### config.mk
export PLATFORM = sky130hd
export DESIGN_NAME = dshot_decoder_flat
export DESIGN_NICKNAME = d
export VERILOG_FILES = /design/src/rtl/dshot_pkg.sv /design/src/rtl/dshot_decoder_if.sv /design/src/rtl/dshot_edge_sync.sv /design/src/rtl/dshot_decoder.sv /design/src/flat_wrapper.sv
export SDC_FILE = /design/constraint.sdc
export NUM_CORES = 1
export LEC_CHECK = 0
export CAP_MARGIN = 0
export CORE_MARGIN = 2
export CORE_UTILIZATION = 40
export CTS_CLUSTER_SIZE = 16
export DETAILED_ROUTE_END_ITERATION = 10
export DONT_BUFFER_PORTS = 1
export SLEW_MARGIN = 20
export SYNTH_ARGS = -nofsm -noshare
export SYNTH_HDL_FRONTEND = slang
export SYNTH_HIERARCHICAL = 1
export SYNTH_SLANG_ARGS = --single-unit
export TNS_END_PERCENT = 10
### constraint.sdc
create_clock -name i_clk -period 1.9 [get_ports i_clk]
set_clock_uncertainty 0.05 [all_clocks]
set_input_delay 0.19 -clock i_clk [delete_from_list [all_inputs] [get_ports i_clk]]
set_output_delay 0.19 -clock i_clk [all_outputs]
set_load 0.01 [all_outputs]
### src/rtl/dshot_pkg.sv
// Shared DShot definitions used by the receive-side decoder and the transmitter.
//   DSHOT_FRAME_BITS    : bits per frame (MSB first)
//   DSHOT_THROTTLE_BITS : throttle field width, frame[15:5]
//   DSHOT_CRC_BITS      : CRC field width, frame[3:0]
//   dshot_rx_state_t    : receiver FSM state
//   dshot_crc()         : 4-bit nibble-XOR CRC over frame[15:4]
package dshot_pkg;

  localparam int unsigned DSHOT_FRAME_BITS    = 16;
  localparam int unsigned DSHOT_THROTTLE_BITS = 11;
  localparam int unsigned DSHOT_CRC_BITS      = 4;

  typedef enum logic [1:0] {
    StIdle,
    StArmed,
    StHigh,
    StLow
  } dshot_rx_state_t;

  // XOR of the three nibbles of throttle+telemetry; same as (v ^ v>>4 ^ v>>8) & 4'hF.
  function automatic logic [DSHOT_CRC_BITS-1:0] dshot_crc(input logic [11:0] v);
    return v[3:0] ^ v[7:4] ^ v[11:8];
  endfunction

endpackage

### src/rtl/dshot_decoder_if.sv
// DShot receive bundle: the raw line in, decoded frame results out.
//   i_dshot     : raw DShot line (asynchronous to the system clock)
//   o_throttle  : last accepted throttle value
//   o_telemetry : last accepted telemetry-request bit
//   o_valid     : one-cycle strobe, frame accepted
//   o_crc_err   : one-cycle strobe, complete frame failed CRC
//   o_frame_err : one-cycle strobe, timing violation or truncated frame
// modport master: line driver / result consumer; modport slave: the decoder.
interface dshot_decoder_if;
  import dshot_pkg::*;

  logic                           i_dshot;
  logic [DSHOT_THROTTLE_BITS-1:0] o_throttle;
  logic                           o_telemetry;
  logic                           o_valid;
  logic                           o_crc_err;
  logic                           o_frame_err;

  modport master (
    output i_dshot,
    input  o_throttle,
    input  o_telemetry,
    input  o_valid,
    input  o_crc_err,
    input  o_frame_err
  );

  modport slave (
    input  i_dshot,
    output o_throttle,
    output o_telemetry,
    output o_valid,
    output o_crc_err,
    output o_frame_err
  );

endinterface

### src/rtl/dshot_edge_sync.sv
// Two-flop synchronizer for the DShot line plus rise/fall detection.
//   i_clk, i_rst_n : system clock, asynchronous active-low reset
//   i_dshot        : raw asynchronous line
//   s_in           : synchronized line (2 cycles after the pin)
//   o_rise, o_fall : asserted in the first cycle s_in shows the new level
module dshot_edge_sync (
  input  logic i_clk,
  input  logic i_rst_n,
  input  logic i_dshot,
  output logic s_in,
  output logic o_rise,
  output logic o_fall
);

  logic meta_q;
  logic sync_q;
  logic prev_q;

  always_ff @(posedge i_clk or negedge i_rst_n) begin
    if (!i_rst_n) begin
      meta_q <= 1'b0;
      sync_q <= 1'b0;
      prev_q <= 1'b0;
    end else begin
      meta_q <= i_dshot;
      sync_q <= meta_q;
      prev_q <= sync_q;
    end
  end

  assign s_in   = sync_q;
  assign o_rise = sync_q & ~prev_q;
  assign o_fall = ~sync_q & prev_q;

endmodule

### src/rtl/dshot_decoder.sv
// DShot frame receiver: recovers throttle, telemetry bit and CRC status from the line.
//   BIT_CLKS : system clocks per DShot bit (83 = DShot600 at 50 MHz)
//   GAP_CLKS : minimum low time between frames that arms the receiver
//   i_clk, i_rst_n : system clock, asynchronous active-low reset
//   bus      : dshot_decoder_if.slave (line in, results and strobes out)
// Build option: define DSHOT_DECODER_CRC_CHECK_EN to check the CRC; otherwise every
// complete frame is accepted and o_crc_err is tied low.
module dshot_decoder
  import dshot_pkg::*;
#(
  parameter int unsigned BIT_CLKS = 83,
  parameter int unsigned GAP_CLKS = 166
) (
  input  logic          i_clk,
  input  logic          i_rst_n,
  dshot_decoder_if.slave bus
);

  localparam int unsigned CntW = $clog2(GAP_CLKS + 1);
  localparam int unsigned IdxW = $clog2(DSHOT_FRAME_BITS);
  // Only the first 15 bits are stored; the 16th is used straight from the comparator.
  localparam int unsigned ShW  = DSHOT_FRAME_BITS - 1;

  localparam logic [CntW-1:0] GapMax  = CntW'(GAP_CLKS);
  localparam logic [CntW-1:0] BitMax  = CntW'(BIT_CLKS);
  localparam logic [CntW-1:0] Thresh  = CntW'(BIT_CLKS / 2);
  localparam logic [IdxW-1:0] LastIdx = IdxW'(DSHOT_FRAME_BITS - 1);

  logic s_in;
  logic rise;
  logic fall;

  dshot_edge_sync u_edge_sync (
    .i_clk   (i_clk),
    .i_rst_n (i_rst_n),
    .i_dshot (bus.i_dshot),
    .s_in    (s_in),
    .o_rise  (rise),
    .o_fall  (fall)
  );

  dshot_rx_state_t state_q, state_d;
  logic [CntW-1:0] cnt_q, cnt_d;
  logic [IdxW-1:0] idx_q, idx_d;
  logic [ShW-1:0]  shift_q, shift_d;

  logic [CntW-1:0] cnt_inc;
  logic            bit_val;
  logic            done;
  logic            frame_err;

  // One counter serves as gap, high and low counter; only one is live per state.
  assign cnt_inc = (cnt_q == '1) ? cnt_q : cnt_q + 1'b1;
  assign bit_val = (cnt_q > Thresh);

  always_comb begin
    state_d   = state_q;
    cnt_d     = cnt_q;
    idx_d     = idx_q;
    shift_d   = shift_q;
    done      = 1'b0;
    frame_err = 1'b0;
    unique case (state_q)
      StIdle: begin
        if (s_in) begin
          cnt_d = '0;
        end else begin
          cnt_d = cnt_inc;
          if (cnt_inc >= GapMax) state_d = StArmed;
        end
      end
      StArmed: begin
        if (rise) begin
          state_d = StHigh;
          cnt_d   = '0;
          idx_d   = '0;
          shift_d = '0;
        end
      end
      StHigh: begin
        cnt_d = cnt_inc;
        if (fall) begin
          cnt_d = '0;
          idx_d = idx_q + 1'b1;
          if (idx_q == LastIdx) begin
            done    = 1'b1;
            state_d = StIdle;
          end else begin
            shift_d = {shift_q[ShW-2:0], bit_val};
            state_d = StLow;
          end
        end else if (cnt_inc >= BitMax) begin
          frame_err = 1'b1;
          cnt_d     = '0;
          state_d   = StIdle;
        end
      end
      StLow: begin
        cnt_d = cnt_inc;
        if (rise) begin
          cnt_d   = '0;
          state_d = StHigh;
        end else if (cnt_inc >= BitMax) begin
          frame_err = 1'b1;
          cnt_d     = '0;
          state_d   = StIdle;
        end
      end
      default: state_d = StIdle;
    endcase
  end

  always_ff @(posedge i_clk or negedge i_rst_n) begin
    if (!i_rst_n) begin
      state_q <= StIdle;
      cnt_q   <= '0;
      idx_q   <= '0;
      shift_q <= '0;
    end else begin
      state_q <= state_d;
      cnt_q   <= cnt_d;
      idx_q   <= idx_d;
      shift_q <= shift_d;
    end
  end

  // Frame fields at completion: shift_q holds frame[15:1], bit_val is frame[0].
  logic [DSHOT_THROTTLE_BITS-1:0] rx_throttle;
  logic                           rx_telemetry;

  assign rx_throttle  = shift_q[ShW-1 -: DSHOT_THROTTLE_BITS];
  assign rx_telemetry = shift_q[ShW-1-DSHOT_THROTTLE_BITS];

  logic [DSHOT_THROTTLE_BITS-1:0] throttle_q, throttle_d;
  logic                           telemetry_q, telemetry_d;
  logic                           valid_q, valid_d;
  logic                           frame_err_q;
  logic                           crc_err_d;

`ifdef DSHOT_DECODER_CRC_CHECK_EN
  logic crc_ok;
  logic crc_err_q;

  assign crc_ok = (dshot_crc(shift_q[ShW-1 -: 12]) == {shift_q[DSHOT_CRC_BITS-2:0], bit_val});
`endif

  always_comb begin
    throttle_d  = throttle_q;
    telemetry_d = telemetry_q;
    valid_d     = 1'b0;
    crc_err_d   = 1'b0;
    if (done) begin
`ifdef DSHOT_DECODER_CRC_CHECK_EN
      if (crc_ok) begin
        valid_d     = 1'b1;
        throttle_d  = rx_throttle;
        telemetry_d = rx_telemetry;
      end else begin
        crc_err_d = 1'b1;
      end
`else
      valid_d     = 1'b1;
      throttle_d  = rx_throttle;
      telemetry_d = rx_telemetry;
`endif
    end
  end

  always_ff @(posedge i_clk or negedge i_rst_n) begin
    if (!i_rst_n) begin
      throttle_q  <= '0;
      telemetry_q <= 1'b0;
      valid_q     <= 1'b0;
      frame_err_q <= 1'b0;
    end else begin
      throttle_q  <= throttle_d;
      telemetry_q <= telemetry_d;
      valid_q     <= valid_d;
      frame_err_q <= frame_err;
    end
  end

`ifdef DSHOT_DECODER_CRC_CHECK_EN
  always_ff @(posedge i_clk or negedge i_rst_n) begin
    if (!i_rst_n) begin
      crc_err_q <= 1'b0;
    end else begin
      crc_err_q <= crc_err_d;
    end
  end

  assign bus.o_crc_err = crc_err_q;
`else
  assign bus.o_crc_err = crc_err_d & 1'b0;
`endif

  assign bus.o_throttle  = throttle_q;
  assign bus.o_telemetry = telemetry_q;
  assign bus.o_valid     = valid_q;
  assign bus.o_frame_err = frame_err_q;

endmodule

### src/flat_wrapper.sv
// flat-port wrapper written by rule: the top's interface ports become plain ports
module dshot_decoder_flat import dshot_pkg::*;
#(
  parameter int unsigned BIT_CLKS = 83,
  parameter int unsigned GAP_CLKS = 166
)
  (i_clk, i_rst_n, bus_i_dshot, bus_o_throttle, bus_o_telemetry, bus_o_valid, bus_o_crc_err, bus_o_frame_err);
  dshot_decoder_if bus_i ();
  input  logic i_clk;
  input  logic i_rst_n;
  input wire logic [$bits(bus_i.i_dshot)-1:0] bus_i_dshot;
  output wire logic [$bits(bus_i.o_throttle)-1:0] bus_o_throttle;
  output wire logic [$bits(bus_i.o_telemetry)-1:0] bus_o_telemetry;
  output wire logic [$bits(bus_i.o_valid)-1:0] bus_o_valid;
  output wire logic [$bits(bus_i.o_crc_err)-1:0] bus_o_crc_err;
  output wire logic [$bits(bus_i.o_frame_err)-1:0] bus_o_frame_err;
  assign bus_i.i_dshot = bus_i_dshot;
  assign bus_o_throttle = bus_i.o_throttle;
  assign bus_o_telemetry = bus_i.o_telemetry;
  assign bus_o_valid = bus_i.o_valid;
  assign bus_o_crc_err = bus_i.o_crc_err;
  assign bus_o_frame_err = bus_i.o_frame_err;
  dshot_decoder #(.BIT_CLKS(BIT_CLKS), .GAP_CLKS(GAP_CLKS)) u_core (.i_clk(i_clk), .i_rst_n(i_rst_n), .bus(bus_i));
endmodule
Yosys cells after proc, flatten, opt, wreduce, memory -nomap -nowiden
Cells that the tools add are included.
- bits of input ports: 3
- output and inout bits: 15
- bits in registers: 46
- $lt $le $gt $ge: 3
- add/subtract/negate cells: 2
- reduce and logical (&&, ||, !) cells: 5
- muxes and demuxes: 30
- equality and inequality tests: 10
- bitwise operators: 4
- operator list (kind ; number):
    $mux 8 ; 6
    $mux 15 ; 3
    $pmux 8 s4 ; 1
    $pmux 15 s2 ; 1
    $mux 2 ; 7
    $add 8x1->8 const B ; 1
    $eq 8x8->1 const B ; 1
    $ge 8x7->1 const B ; 1
    $ge 8x8->1 const B ; 1
    $gt 8x6->1 const B ; 1
    $mux 4 ; 2
    $pmux 2 s4 ; 1
    $pmux 4 s2 ; 1
    $mux 1 ; 7
    $ne 2x1->1 const B ; 3
    $reduce_and 3->1 ; 2
    $add 4x1->4 const B ; 1
    $eq 2x2->1 const B ; 2
    $eq 4x4->1 const B ; 1
    $ne 2x2->1 const B ; 2
    $reduce_and 4->1 ; 1
    $and 1x1->1 ; 2
    $eq 2x1->1 const B ; 1
    $logic_not 2->1 ; 1
    other kinds (3) ; 4

Depth between registers and ports, before layout
Gate-level depths: netlist (run 1).
- word-level depth: 6
- depth in mapped cells: 10
- depth with buffers taken out: 8

Modules after synthesis
The synthesis (run 1) kept the hierarchy.
- by module, submodules not included (module ; cells each ; sequential area each (um^2) ; area an instance (um^2) ; times used):
    dshot_decoder ; 221 ; 1076.0 ; 2308.5 ; 1
    dshot_edge_sync ; 5 ; 75.1 ; 90.1 ; 1

Least setup slack after synthesis (run 1)
No wires, ideal clock.
- path type: reg-to-reg
- from: reg u_core.cnt_q[0]
- to: reg u_core.cnt_q[0]
- arrival: 1878 ps
- buffers on the path: 2
- data required time: 1758 ps
- setup slack: -120 ps
- setup time: 92 ps
- stages on the path, launching flop included: 11
- cells stage by stage: dfrtp_1 buf_6 inv_1 ha_1 and2b_1 nor4_1 o21ai_1 a21oi_2 buf_6 a21oi_4 o31ai_2
- word-level cells in the longest chain between the ends: 6
- RTL lines (element ; line ; text):
    from (decl) ; dshot_decoder.sv:43 ; logic [CntW-1:0] cnt_q, cnt_d;
    from (signal assigned) ; dshot_decoder.sv:121 ; cnt_q <= cnt_d;
    $add 8x1->8 or $eq 8x8->1 (tied branches) ; dshot_decoder.sv:53 ; assign cnt_inc = (cnt_q == '1) ? cnt_q : cnt_q + 1'b1;
    $mux 8 * ; dshot_decoder.sv:53 ;
    $ge 8x7->1 ; dshot_decoder.sv:92, dshot_decoder.sv:103 ;
    $mux 8 ; dshot_decoder.sv:92, dshot_decoder.sv:103 ;
    $mux 8, on equally long branches ; dshot_decoder.sv:100, dshot_decoder.sv:82 ;
    $pmux 8 s4 * ; dshot_decoder.sv:63 ; unique case (state_q)
Every way passes the cells marked *; elsewhere a longest branch is shown, timed or not.
A chain may end at the register's enable or synchronous reset.

Worst setup path after layout (run 1)
- from: reg u_core.cnt_q[1]
- to: reg u_core.cnt_q[5]
The elaborated chain is that of the path after synthesis.

==> impl_metrics.yaml, run 1 <==
grt:
  grt_overflow: 0
  grtUsageTotal: 0.1510
  antenna_found_initial: 0
  grt_pass1_wl_um: 7734
  grt_pass1_vias: 1588
  grt_max_degree: 47
sta:
  holdWs_ps: 304.4
  finalSetupViolCount: 8
  hold_viol: 0
  fmax_mhz: 511.2
  rsz0062_at_grt: "true"
  fin_ws_ps: -55.99
  final-max-slew-violation-count: 0
  layout_min_cycle_time_ps: 1956
  period_share: 1.029
cells_and_area:
  layout_common_cells: "dfrtp_1, buf_4, nor2_1"
  fillCellCount: 542
  n_antenna_cell: 0
  drive_gt1_frac: 0.3158
  final_common_cell: "dfrtp_1"
  multi_input_area_um2: 1135
  nets: 253
  area_growth_pct: 16.33
  register_area_um2: 1154
detailed_routing:
  wirelength_um: 4701
  wl_per_cell_um: 14.60
  ant_nets: 0
  drcViolationCount: 0
  viasPerCell: 5.550
  first_pass_iters: 4
  drt_first_iter_violations: 68
  num_vias: 1787
logic_synthesis:
  synth-seq-cells: 46
  synthArstFlopShare: 1.000
  synth.avg_cell_area_um2: 10.61
  syn_nets: 233
  synth_seq_area_share: 0.4799
  syn_inst: 226
  ys_types: 53
  synth_area_um2: 2399
  synth_edf_count: 0
  ys_dominant_reg_cell: "dfrtp_1"
  synth_warnings: 6
floorplan:
  die_w_um: 81.44
  die_area_um2: 6632
  rows: 28
  io_pins: 18
  start_util: 0.4100
  coreArea_um2: 5851
  dieHeight_um: 81.44
worst_hold_path:
  min_path_cells: 0
  hold_path.class: "flip-flop to flip-flop"
outcome:
  status: "complete, but fails checks"
  violations: "setup timing"
cts:
  clkTransAtPathRegs_ps: 80
  cts-root-buf: "clkbuf_8"
  clockBufferDepth: 2
  clk_latency_ps: 290
  clock-sinks: 46
  cts_made_buffers: 5
  cts_tree: "yes"
  h-tree-depth: 2
placed_design:
  gp_congestion: 0.8619
  dp_hpwl_um: 3219
  portBuffers: 0
worst_setup_path:
  worstPathRequired_ps: 2060
  r2r_cells: 8
  setup.worst_path.start_class: "flip-flop"
  crit_fanout: 6
  critPathArrivalTime_ps: 2120
  criticalPathCategory: "flip-flop to flip-flop"
  end_kind: "flip-flop"
power:
  power_mw: 1.870
  power.density_nw_per_um2: 670.3
  vdd_ir_drop_max_uv: 405.8
  leakage_nw: 1.267
flow_run:
  cap_violations: 0
## final timing paths
check,from,endpoint,slack [ps]
worst max-delay path,u_core/cnt_q[1],u_core/cnt_q[5],-60
worst min-delay path,u_core/u_edge_sync/meta_q,u_core/u_edge_sync/s_in,300
max in group asynchronous,i_rst_n,u_core/cnt_q[0],1220
worst max register to register,u_core/cnt_q[1],u_core/cnt_q[5],-60
min in group asynchronous,i_rst_n,u_core/idx_q[1],360
worst min register to register,u_core/u_edge_sync/meta_q,u_core/u_edge_sync/s_in,300
## metrics by stage
stage               setup WS [ps]  setup TNS [ps]  utilization  std cells  area (um^2)
floorplan                  -54.86          -98.82            -        226         2411
global placement           -66.05          -208.7       0.4373        308         2559
detailed placement         -101.5          -434.3       0.4373        308         2559
CTS                        -63.46          -215.8       0.4673        319         2734
global route               -196.0           -1252       0.4769        322         2790
finish                     -55.99          -260.5       0.4769        322         2790
## cell families after synthesis
kind of cell,after synthesis,synth area share
simple gates,71,0.1575
compound gates,62,0.1946
flops,46,0.4799
buf+inv,26,0.06990
mux,16,0.07564
fa+ha+maj,4,0.02087
other cells,1,0.001563
## critical path, stage by stage, from the launching register on
cell	delay [ps]
dfrtp_2	450
ha_4	190
mux2_4	260
a31oi_1	170
o21ai_1	110
a21oi_2	210
buf_6	160
nand4_1	100
a22oi_1	190
## registers in the layout, summed over array words and instances, names as in the netlist
name / flops
u_core/bus.o_frame_err: 1
u_core/bus.o_telemetry: 1
u_core/bus.o_throttle: 11
u_core/bus.o_valid: 1
u_core/cnt_q: 8
u_core/idx_q: 4
u_core/shift_q: 15
u_core/state_q: 2
u_core/u_edge_sync/meta_q: 1
u_core/u_edge_sync/prev_q: 1
u_core/u_edge_sync/s_in: 1
## layout make-up
class | instances | area share
Clock buffer | 5 | 0.02466
Timing Repair Buffer | 32 | 0.09641
Clock inverter | 3 | 0.01570
Inverter | 7 | 0.009417
Multi-Input combinational cell | 154 | 0.4067
Tap cell | 75 | 0.03363
Sequential cell | 46 | 0.4135
## cell usage after synthesis, drive strengths merged (2+ instances only)
library cell | instances | area (um^2)
a21o | 4 | 31.28
a21oi | 17 | 100.1
a22o | 17 | 148.9
a22oi | 2 | 15.01
a311oi | 3 | 26.28
a31oi | 6 | 43.79
and2b | 3 | 25.03
and3 | 4 | 32.53
and4 | 2 | 18.77
buf | 15 | 115.1
clkbuf | 4 | 26.27
dfrtp | 46 | 1151
ha | 4 | 50.05
inv | 7 | 26.28
mux2 | 14 | 161.4
mux2i | 2 | 20.02
nand2 | 15 | 56.30
nand2b | 2 | 12.51
nand3 | 12 | 60.06
nand4 | 5 | 31.28
nor2 | 19 | 71.32
nor2b | 2 | 15.02
nor3 | 3 | 20.02
o211ai | 2 | 15.01
o21ai | 3 | 15.01
o22ai | 2 | 12.51
## routing by layer
metal | routed length, um | up-vias | global-route usage
met3 | 208 | 4 | 0.03516
li1 | - | 862 | -
met5 | 0 | - | 0
met1 | 2322 | 883 | 0.2289
met4 | 48 | 0 | 0.05085
met2 | 2122 | 38 | 0.2107
## timing repair
action / in CTS / in global routing
buffers inserted: 0 / 3
pin swaps: 0 / 4
hold buffers: 3 / 0
cloned: 0 / 0
hold endpoints to repair: 47 / 0
resized for setup: 4 / 8
endpoints found under the setup margin: 23 / 10
## report_power, final
group	total (mW)	leakage, nW	internal [mW]	switching (mW)
clock	0.722	0.0585	0.394	0.328
sequential	0.997	0.631	0.987	0.0104
combinational	0.150	0.578	0.0713	0.0792
(Power assumes the default switching activity.)
==> inputs of run 2 (changes only) <==
PLACE_DENSITY_LB_ADDON = 0.12   (was default)
SLEW_MARGIN = default   (was 20)
==> impl_metrics.yaml, run 2 (synthesized netlist as in run 1, its figures left out) <==
outcome:
  status: "complete, but fails checks"
  violations: "setup timing"
detailed_routing:
  wirelength_um: 5062
  viasPerCell: 5.799
  wl_per_cell_um: 15.62
  ant_nets: 0
  num_vias: 1879
  drt_first_iter_violations: 112
  drcViolationCount: 0
  first_pass_iters: 5
cts:
  clk_latency_ps: 290
  clkTransAtPathRegs_ps: 80
  cts_made_buffers: 5
  clock-sinks: 46
  cts-root-buf: "clkbuf_8"
  clockBufferDepth: 2
  h-tree-depth: 2
  cts_tree: "yes"
floorplan:
  io_pins: 18
  dieHeight_um: 81.44
  coreArea_um2: 5851
  die_area_um2: 6632
  die_w_um: 81.44
  rows: 28
  start_util: 0.4100
sta:
  hold_viol: 0
  period_share: 1.028
  holdWs_ps: 311.3
  fmax_mhz: 511.8
  fin_ws_ps: -54.03
  layout_min_cycle_time_ps: 1954
  final-max-slew-violation-count: 0
  rsz0062_at_grt: "true"
  finalSetupViolCount: 8
  tns_ps: -275.0
cells_and_area:
  area_growth_pct: 16.54
  fin_cells: 324
  fillCellCount: 543
  max_flop_register: "u_core/shift_q"
  multi_input_area_um2: 1144
  finalInstanceArea_um2: 2795
  layout_common_cells: "dfrtp_1, buf_4, nor2_1"
  register_area_um2: 1152
  drive_gt1_frac: 0.3213
  largest_reg_flops: 15
  nets: 255
  final_common_cell: "dfrtp_1"
  n_antenna_cell: 0
power:
  power.density_nw_per_um2: 635.7
  leakage_nw: 1.268
  vdd_ir_drop_max_uv: 480.8
worst_setup_path:
  crit_buf_inv: 1
  cpPeakStageDelay_ps: 450
  crit_fanout: 5
  criticalPathCategory: "flip-flop to flip-flop"
  end_kind: "flip-flop"
  worstPathRequired_ps: 2060
  setup.worst_path.start_class: "flip-flop"
  crit_top_cell: "a31oi_1"
  critPathArrivalTime_ps: 2110
  critPathSlowestCell: "dfrtp_2"
  critPathTopFamily: "compound AO/OA/AOI/OAI gates"
  crit_chain: "ha_4 -> mux2_4 -> a31oi_1 -> o21ai_1 -> a21oi_2 -> buf_4 -> a311oi_2 -> a31oi_1"
worst_hold_path:
  hold_path.class: "flip-flop to flip-flop"
flow_run:
  cap_violations: 0
grt:
  grtUsageTotal: 0.1677
  grt_overflow: 0
  grt_max_degree: 47
  grt_pass1_vias: 1792
  antenna_found_initial: 0
  grt_pass1_wl_um: 8493
placed_design:
  portBuffers: 0
  dp_hpwl_um: 3564
  placed_cell_area_um2: 2574
  dp_slack_ps: -131.1
  placed_cells: 310
  gp_congestion: 0.9253
-- run 2: cell count changes in the layout (fill, tap and decap cells not counted), sizes merged --
cell	delta
clkinv	-1
bufinv	-1
buf	+2
clkbuf	+2
-- run 2: power breakdown --
group,leakage [nW],switching [mW],total (mW),internal (mW)
clock network,0.0489,0.327,0.628,0.301
logic,0.587,0.0816,0.153,0.0713
registers,0.632,0.00912,0.996,0.987
total,1.27,0.418,1.78,1.36
-- run 2: area by class of cell --
class,instances,share of cell area
clock buffers,7,0.03089
clock inverters,1,0.003133
repair buffers,34,0.1016
multi-input cells,154,0.4091
well taps,75,0.03357
flip-flops and latches,46,0.4123
inverters,7,0.009400
-- run 2: stage by stage --
stage                     utilization  total power, mW
after global placement         0.4399            1.122
after floorplan                     -            1.094
after detailed placement       0.4399            1.125
final                          0.4778            1.777
after CTS                      0.4758            1.806
after global routing           0.4778            1.862
-- run 2: path summary, 6_finish.rpt --
check,start,endpoint,slack [ps],cells past startpoint
setup / recovery,u_core/cnt_q[0],u_core/state_q[0],-50,8
hold / removal,u_core/u_edge_sync/meta_q,u_core/u_edge_sync/s_in,310,0
setup reg to reg,u_core/cnt_q[0],u_core/state_q[0],-50,8
hold reg to reg,u_core/u_edge_sync/meta_q,u_core/u_edge_sync/s_in,310,0
max in group asynchronous,i_rst_n,u_core/cnt_q[0],1230,2
min in group asynchronous,i_rst_n,u_core/cnt_q[6],330,2
-- run 2: metal layers --
layer | share of wire | track usage
met1 | 0.47 | 0.2365
met2 | 0.46 | 0.2500
met3 | 0.047 | 0.04615
met4 | 0.016 | 0.05424
met5 | 0 | 0
-- run 2: what timing repair did --
action / in CTS / in global routing
buffers inserted: 3 / 0
hold buffers: 3 / 0
setup endpoints to repair: 11 / 22
resized for setup: 10 / 3
endpoints found under the hold margin: 47 / 0
pin swaps: 4 / 1
